<file path="config.mk">
export PLATFORM = sky130hd
export DESIGN_NAME = idma_obi_sram_bridge
export DESIGN_NICKNAME = d
export VERILOG_FILES = /design/src/rtl/idma_pkg.sv /design/src/rtl/fifo_v3.sv /design/src/rtl/idma_obi_sram_bridge.sv
export SDC_FILE = /design/constraint.sdc
export NUM_CORES = 1
export LEC_CHECK = 0
export BUFFER_PORTS_ARGS = -buffer_cell sky130_fd_sc_hd__buf_2
export CORE_UTILIZATION = 40
export DETAILED_ROUTE_END_ITERATION = 10
export GPL_TIMING_DRIVEN = 0
export PLACE_DENSITY = 0.72
export SETUP_SLACK_MARGIN = 0.4
export SLEW_MARGIN = 20
export SYNTH_ARGS = -nofsm -noshare
export SYNTH_HDL_FRONTEND = slang
export SYNTH_SLANG_ARGS = --single-unit
</file>
<file path="constraint.sdc">
create_clock -name clk_i -period 3 [get_ports clk_i]
set_clock_uncertainty 0.15 [all_clocks]
set_input_delay 0.6 -clock clk_i [delete_from_list [all_inputs] [get_ports clk_i]]
set_output_delay 0.6 -clock clk_i [all_outputs]
set_load 0.05 [all_outputs]
</file>
<file path="src/rtl/idma_pkg.sv">
// Shared iDMA constants: OBI response error encoding and byte-offset width helper.
package idma_pkg;

    localparam logic OBI_RSP_OKAY = 1'b0;
    localparam logic OBI_RSP_ERR  = 1'b1;

    // Number of byte-offset bits dropped from a byte address to get a word index.
    function automatic int unsigned obi_off_width(input int unsigned data_width);
        return (data_width > 8) ? $clog2(data_width / 8) : 0;
    endfunction

endpackage

</file>
<file path="src/rtl/fifo_v3.sv">
// Parameterised FIFO with optional fall-through; an empty FIFO presents data_i on data_o when FALL_THROUGH=1.
module fifo_v3 #(
    parameter bit          FALL_THROUGH = 1'b0,
    parameter int unsigned DATA_WIDTH   = 32,
    parameter int unsigned DEPTH        = 8,
    parameter type         dtype        = logic [DATA_WIDTH-1:0],
    parameter int unsigned ADDR_DEPTH   = (DEPTH > 1) ? $clog2(DEPTH) : 1
) (
    input  logic                  clk_i,
    input  logic                  rst_ni,
    input  logic                  flush_i,
    output logic                  full_o,
    output logic                  empty_o,
    output logic [ADDR_DEPTH-1:0] usage_o,
    input  dtype                  data_i,
    input  logic                  push_i,
    output dtype                  data_o,
    input  logic                  pop_i
);

    logic [ADDR_DEPTH-1:0] rd_ptr, wr_ptr;
    logic [ADDR_DEPTH:0]   cnt;
    dtype                  mem [DEPTH];
    logic                  do_push, do_pop, bypass;

    function automatic logic [ADDR_DEPTH-1:0] ptr_inc(input logic [ADDR_DEPTH-1:0] p);
        return (p == ADDR_DEPTH'(DEPTH - 1)) ? '0 : p + 1'b1;
    endfunction

    assign full_o  = (cnt == (ADDR_DEPTH+1)'(DEPTH));
    assign empty_o = (cnt == '0) & ~(FALL_THROUGH & push_i);
    assign usage_o = cnt[ADDR_DEPTH-1:0];
    assign data_o  = (FALL_THROUGH && cnt == '0) ? data_i : mem[rd_ptr];

    assign do_push = push_i & ~full_o;
    assign do_pop  = pop_i & ~empty_o;
    // Push and pop on an empty fall-through FIFO pass straight through without storage.
    assign bypass  = FALL_THROUGH && (cnt == '0) && do_push && do_pop;

    always_ff @(posedge clk_i or negedge rst_ni) begin
        if (!rst_ni) begin
            rd_ptr <= '0;
            wr_ptr <= '0;
            cnt    <= '0;
        end else if (flush_i) begin
            rd_ptr <= '0;
            wr_ptr <= '0;
            cnt    <= '0;
        end else if (!bypass) begin
            if (do_push) wr_ptr <= ptr_inc(wr_ptr);
            if (do_pop)  rd_ptr <= ptr_inc(rd_ptr);
            if (do_push && !do_pop)      cnt <= cnt + 1'b1;
            else if (!do_push && do_pop) cnt <= cnt - 1'b1;
        end
    end

    always_ff @(posedge clk_i) begin
        if (do_push && !bypass && !flush_i) mem[wr_ptr] <= data_i;
    end

endmodule

</file>
<file path="src/rtl/idma_obi_sram_bridge.sv">
// OBI slave to single-port SRAM bridge: one-cycle latency, credit-limited outstanding
// responses held in a fall-through FIFO so grants never depend on rready.
module idma_obi_sram_bridge
    import idma_pkg::*;
#(
    parameter int unsigned DataWidth = 32,
    parameter int unsigned AddrWidth = 32,
    parameter int unsigned IdWidth   = 1,
    parameter int unsigned NumWords  = 1024,
    parameter int unsigned RspDepth  = 2,
    localparam int unsigned SramAw   = (NumWords > 1) ? $clog2(NumWords) : 1
) (
    input  logic                   clk_i,
    input  logic                   rst_i,
    input  logic                   obi_req_i,
    input  logic [AddrWidth-1:0]   obi_addr_i,
    input  logic                   obi_we_i,
    input  logic [DataWidth/8-1:0] obi_be_i,
    input  logic [DataWidth-1:0]   obi_wdata_i,
    input  logic [IdWidth-1:0]     obi_aid_i,
    output logic                   obi_gnt_o,
    output logic                   obi_rvalid_o,
    input  logic                   obi_rready_i,
    output logic [DataWidth-1:0]   obi_rdata_o,
    output logic [IdWidth-1:0]     obi_rid_o,
    output logic                   obi_err_o,
    output logic                   sram_req_o,
    output logic                   sram_we_o,
    output logic [SramAw-1:0]      sram_addr_o,
    output logic [DataWidth/8-1:0] sram_be_o,
    output logic [DataWidth-1:0]   sram_wdata_o,
    input  logic [DataWidth-1:0]   sram_rdata_i,
    output logic                   busy_o
);

    localparam int unsigned OffW   = obi_off_width(DataWidth);
    localparam int unsigned CntW   = $clog2(RspDepth + 1) + 1;
    localparam int unsigned FifoAw = (RspDepth > 1) ? $clog2(RspDepth) : 1;

    typedef struct packed {
        logic [DataWidth-1:0] rdata;
        logic [IdWidth-1:0]   rid;
        logic                 err;
    } rsp_t;

    logic [AddrWidth-1:0] word_idx;
    logic                 oor;
    logic                 pend_vld, pend_we, pend_err;
    logic [IdWidth-1:0]   pend_rid;
    logic [CntW-1:0]      fill, credit;
    logic                 fifo_full, fifo_empty, fifo_pop, fifo_rst_n;
    logic [FifoAw-1:0]    fifo_usage;
    rsp_t                 push_rsp, head_rsp;

    assign word_idx = obi_addr_i >> OffW;
    assign oor      = (word_idx >= AddrWidth'(NumWords));

    // Credit covers the access in flight plus everything already queued.
    assign fill      = fifo_full ? CntW'(RspDepth) : CntW'(fifo_usage);
    assign credit    = fill + CntW'(pend_vld);
    assign obi_gnt_o = obi_req_i & ~rst_i & (credit < CntW'(RspDepth));
    assign busy_o    = (credit != '0);

    assign sram_req_o   = obi_gnt_o & ~oor;
    assign sram_we_o    = obi_we_i;
    assign sram_addr_o  = word_idx[SramAw-1:0];
    assign sram_be_o    = obi_be_i;
    assign sram_wdata_o = obi_wdata_i;

    always_ff @(posedge clk_i or posedge rst_i) begin
        if (rst_i) begin
            pend_vld <= 1'b0;
            pend_we  <= 1'b0;
            pend_err <= 1'b0;
            pend_rid <= '0;
        end else begin
            pend_vld <= obi_gnt_o;
            pend_we  <= obi_we_i;
            pend_err <= oor;
            pend_rid <= obi_aid_i;
        end
    end

    // Writes and out-of-range accesses return zero data.
    assign push_rsp.rdata = (pend_we | pend_err) ? '0 : sram_rdata_i;
    assign push_rsp.rid   = pend_rid;
    assign push_rsp.err   = pend_err ? OBI_RSP_ERR : OBI_RSP_OKAY;

    assign fifo_rst_n = ~rst_i;
    assign fifo_pop   = obi_rvalid_o & obi_rready_i;

    fifo_v3 #(
        .FALL_THROUGH (1'b1),
        .DATA_WIDTH   ($bits(rsp_t)),
        .DEPTH        (RspDepth),
        .dtype        (rsp_t)
    ) i_rsp_fifo (
        .clk_i   (clk_i),
        .rst_ni  (fifo_rst_n),
        .flush_i (1'b0),
        .full_o  (fifo_full),
        .empty_o (fifo_empty),
        .usage_o (fifo_usage),
        .data_i  (push_rsp),
        .push_i  (pend_vld),
        .data_o  (head_rsp),
        .pop_i   (fifo_pop)
    );

    assign obi_rvalid_o = ~fifo_empty;
    assign obi_rdata_o  = obi_rvalid_o ? head_rsp.rdata : '0;
    assign obi_rid_o    = obi_rvalid_o ? head_rsp.rid   : '0;
    assign obi_err_o    = obi_rvalid_o ? head_rsp.err   : 1'b0;

endmodule

</file>
==> impl_metrics.sql <==
INSERT INTO impl_metrics (metric_group, metric, value, unit) VALUES
('detailed_routing', 'first_iter_violations', '72', ''),
('job', 'drv_cap', '0', ''),
('clocking', 'clock_path_buffers', '2', ''),
('clocking', 'h-tree-depth', '3', ''),
('clocking', 'root_buffer', 'sky130_fd_sc_hd__clkbuf_8', ''),
('place', 'dp.final_hpwl', '5670', 'um'),
('global_routing', 'maximum_number_of_pins_on_one_net_before_global_route_repair', '26', ''),
('sta', 'finalWorstPathRequiredPeriod', '2.51', 'ns'),
('sta', 'maxSlewHeadroom', '65.6', '%'),
('global_routing', 'grt_antenna_before_repair', '0', ''),
('worst_setup_path', 'regToRegStartpoint', 'i_rsp_fifo.cnt[0]', ''),
('yosys', 'number_of_enable_flip_flop_cells_after_synthesis', '68', ''),
('sta', 'layout_worst_path_cycle_share', '83.8', '%'),
('finish', 'nFillCells', '816', ''),
('floorplanning', 'area_enclosed_by_the_die_boundary', '0.00979', 'mm2'),
('finish', 'n_antenna_cell', '0', ''),
('worst_setup_path', 'worst_r2r_path_depth', '6', ''),
('detailed_routing', 'drtAntennaViolNets', '0', ''),
('worst_setup_path', 'regToRegSetupSlack', '1.02', 'ns'),
('detailed_routing', 'drc_errors', '2', ''),
('detailed_routing', 'detailroute.via_count', '2807', ''),
('finish', 'register_area', '0.00224', 'mm2'),
('yosys', 'synth.distinct_cells', '28', ''),
('yosys', 'most_frequently_used_cell_type_in_the_post_synthesis_netlist', 'sky130_fd_sc_hd__edfxtp_1', ''),
('run_status', 'outcome', 'finished with violations', ''),
('sta', 'report.final.slew_viol_count', '0', ''),
('detailed_routing', 'vias_per_cell', '4.75', ''),
('yosys', 'synth_largest_type_area_fraction', '54.3', '%'),
('yosys', 'synthFlopType', 'sky130_fd_sc_hd__edfxtp_1', ''),
('finish', 'area.growth.synth_to_final', '34.0', '%'),
('power', 'power.density', '956', 'mW/mm2'),
('worst_setup_path', 'crit_path_class', 'flip-flop to output pin', ''),
('global_routing', 'grt_util_all_layers', '16.5', '%'),
('global_routing', 'global_route_wire_length_before_repair', '12300', 'um'),
('sta', 'report.final.setup_viol', '0', ''),
('detailed_routing', 'detail_route.wl_per_cell', '13.4', 'um'),
('detailed_routing', 'drtPass1Iterations', '7', ''),
('run_status', 'violations', 'DRC', ''),
('yosys', 'post_synth_main_area_contributors', 'sky130_fd_sc_hd__edfxtp_1 54%, sky130_fd_sc_hd__buf_4 10%, sky130_fd_sc_hd__mux2i_1 9.0%', ''),
('detailed_routing', 'route.final.wire_length', '7940', 'um'),
('sta', 'worst_margin_slew', '0.513', 'ns'),
('hold_path', 'worst_hold_check_path_type', 'primary input to asynchronous set/reset pin', ''),
('clocking', 'postCtsHoldBufs', '0', ''),
('yosys', 'synth_seq_area_share', '59.6', '%'),
('floorplanning', 'die_width', '99.0', 'um'),
('clocking', 'cts.reportedPaths.clkPinSlew', '0.07', 'ns'),
('yosys', 'synthCells', '317', ''),
('finish', 'share_of_layout_cells_above_drive_strength_1', '48.1', '%'),
('yosys', 'synth-warning-count', '0', ''),
('sta', 'grt_setup_unrepaired', 'yes', ''),
('worst_setup_path', 'cp_max_fo', '10', ''),
('place', 'gp_routability_congestion', '0.729', ''),
('yosys', 'postSynthAreaPerCell', '11.9', 'um2'),
('yosys', 'synth.largest_area_cell', 'sky130_fd_sc_hd__edfxtp_1', ''),
('sta', 'f_max', '398', 'MHz'),
('finish', 'final_core_util', '55.1', '%'),
('floorplanning', 'core', '0.00915', 'mm2'),
('clocking', 'cts_tree', 'done', ''),
('clocking', 'cts_num_sinks', '76', ''),
('yosys', 'mappedNetlistArea', '0.00376', 'mm2'),
('floorplanning', 'floorplan.io_pins', '191', ''),
('sta', 'hold_viol_final', '0', ''),
('global_routing', 'grt.overflow.total', '0', ''),
('floorplanning', 'die_height', '99.0', 'um'),
('yosys', 'postSynthNetCount', '425', ''),
('floorplanning', 'initial_utilization', '41.1', '%'),
('worst_setup_path', 'worstSetupEndpointType', 'output pin', ''),
('yosys', 'async_reset_ff_share', '10.5', '%'),
('floorplanning', 'std_cell_rows', '35', ''),
('worst_setup_path', 'setup.worst_path.start_class', 'flip-flop', ''),
('place', 'number_of_buffers_added_on_ports', '142', '');
## cells in the final DEF (no fill, tap or decap), drive strengths merged
| cell | instances |
|---|---|
| nand2 | 39 |
| clkbuf | 15 |
| inv | 36 |
| nor2 | 6 |
| nor3 | 1 |
| clkinv | 1 |
| or3 | 1 |
| a21oi | 2 |
| nor2b | 3 |
| a211oi | 2 |
| edfxtp | 68 |
| or2 | 1 |
| dfrtp | 8 |
| nand3 | 3 |
| o22ai | 32 |
| ha | 2 |
| or2b | 1 |
| mux2i | 34 |
| bufinv | 4 |
| o21ai | 4 |
| xnor2 | 2 |
| o31ai | 2 |
| a21boi | 1 |
| buf | 207 |
| nor4 | 5 |
## flip-flops by register name, summed over array words and instances, names as in the netlist
register,count
i_rsp_fifo.mem,68
i_rsp_fifo.cnt,2
i_rsp_fifo.rd_ptr,1
i_rsp_fifo.wr_ptr,1
pend_err,1
pend_rid,1
pend_vld,1
pend_we,1
## metrics by stage
step           instances  area, um2  setup WS (ns)  setup TNS (ns)  hold slack, ns
6_report             591       5040          0.487               0          0.0468
5_1_grt              591       5040          0.383               0          0.0487
4_1_cts              590       5010          0.416               0          0.0444
3_5_place_dp         572       4670          0.617               0           0.304
3_3_place_gp         570       4610         -0.795          -53.80           0.300
2_1_floorplan        317       3760          0.193               0           0.274
## cells by family after synthesis
kind of cell / synth area share (%)
buf+inv: 15.6
flops: 59.6
simple gates: 7.52
compound gates: 7.12
mux: 9.05
xor+xnor: 0.466
fa+ha+maj: 0.665
## worst max-delay path by stage
stage                      startpoint               endpoint  slack (ns)  depth (start not counted)
floorplan                obi_rready_i   i_rsp_fifo.mem[0][0]        0.19                          3
global route        i_rsp_fifo.cnt[1]         obi_rdata_o[2]        0.38                          6
finish              i_rsp_fifo.cnt[1]         obi_rdata_o[2]        0.49                          6
CTS                          pend_err         obi_rdata_o[2]        0.42                          5
detailed placement           pend_err        obi_rdata_o[14]        0.62                          5
global placement         obi_rready_i  i_rsp_fifo.mem[1][22]       -0.80                          4
## routing by layer
layer / vias to the layer above / part of all wire (%) / GRT usage (%)
met5: - / 0 / 0
met4: 0 / 1.3 / 6.20
met3: 10 / 6.2 / 3.97
met2: 120 / 54 / 29.9
met1: 1297 / 39 / 18.9
li1: 1380 / - / -
## area by class of cell
cell class	instances	share of cell area [%]
flip-flops and latches	76	44.5
multi-input cells	141	19.0
repair buffers	147	16.9
plain buffers	64	9.13
well taps	111	2.76
inverters	36	2.68
clock buffers	11	2.61
clock inverters	5	2.46
## what timing repair did
action / 4_1_cts / 5_1_grt
pin swaps: 1 / 1
setup endpoints to repair: 32 / 24
resized for setup: 31 / 9
setup buffers: 2 / 1
## report_power, final
part	total (mW)	switching (mW)	leakage, nW	internal (mW)
registers	1.32	0.0486	0.740	1.27
clock network	0.990	0.355	0.125	0.635
logic	2.51	1.72	1.61	0.797
## worst max-delay path, cell delays in order (launching register included)
cell                      delay (ns)
sky130_fd_sc_hd__dfrtp_1        0.37
sky130_fd_sc_hd__buf_2          0.19
sky130_fd_sc_hd__nor2_8         0.10
sky130_fd_sc_hd__nand2_2        0.10
sky130_fd_sc_hd__buf_2          0.21
sky130_fd_sc_hd__o22ai_1        0.21
sky130_fd_sc_hd__buf_4          0.23
Power figures use the tool's default switching activity.
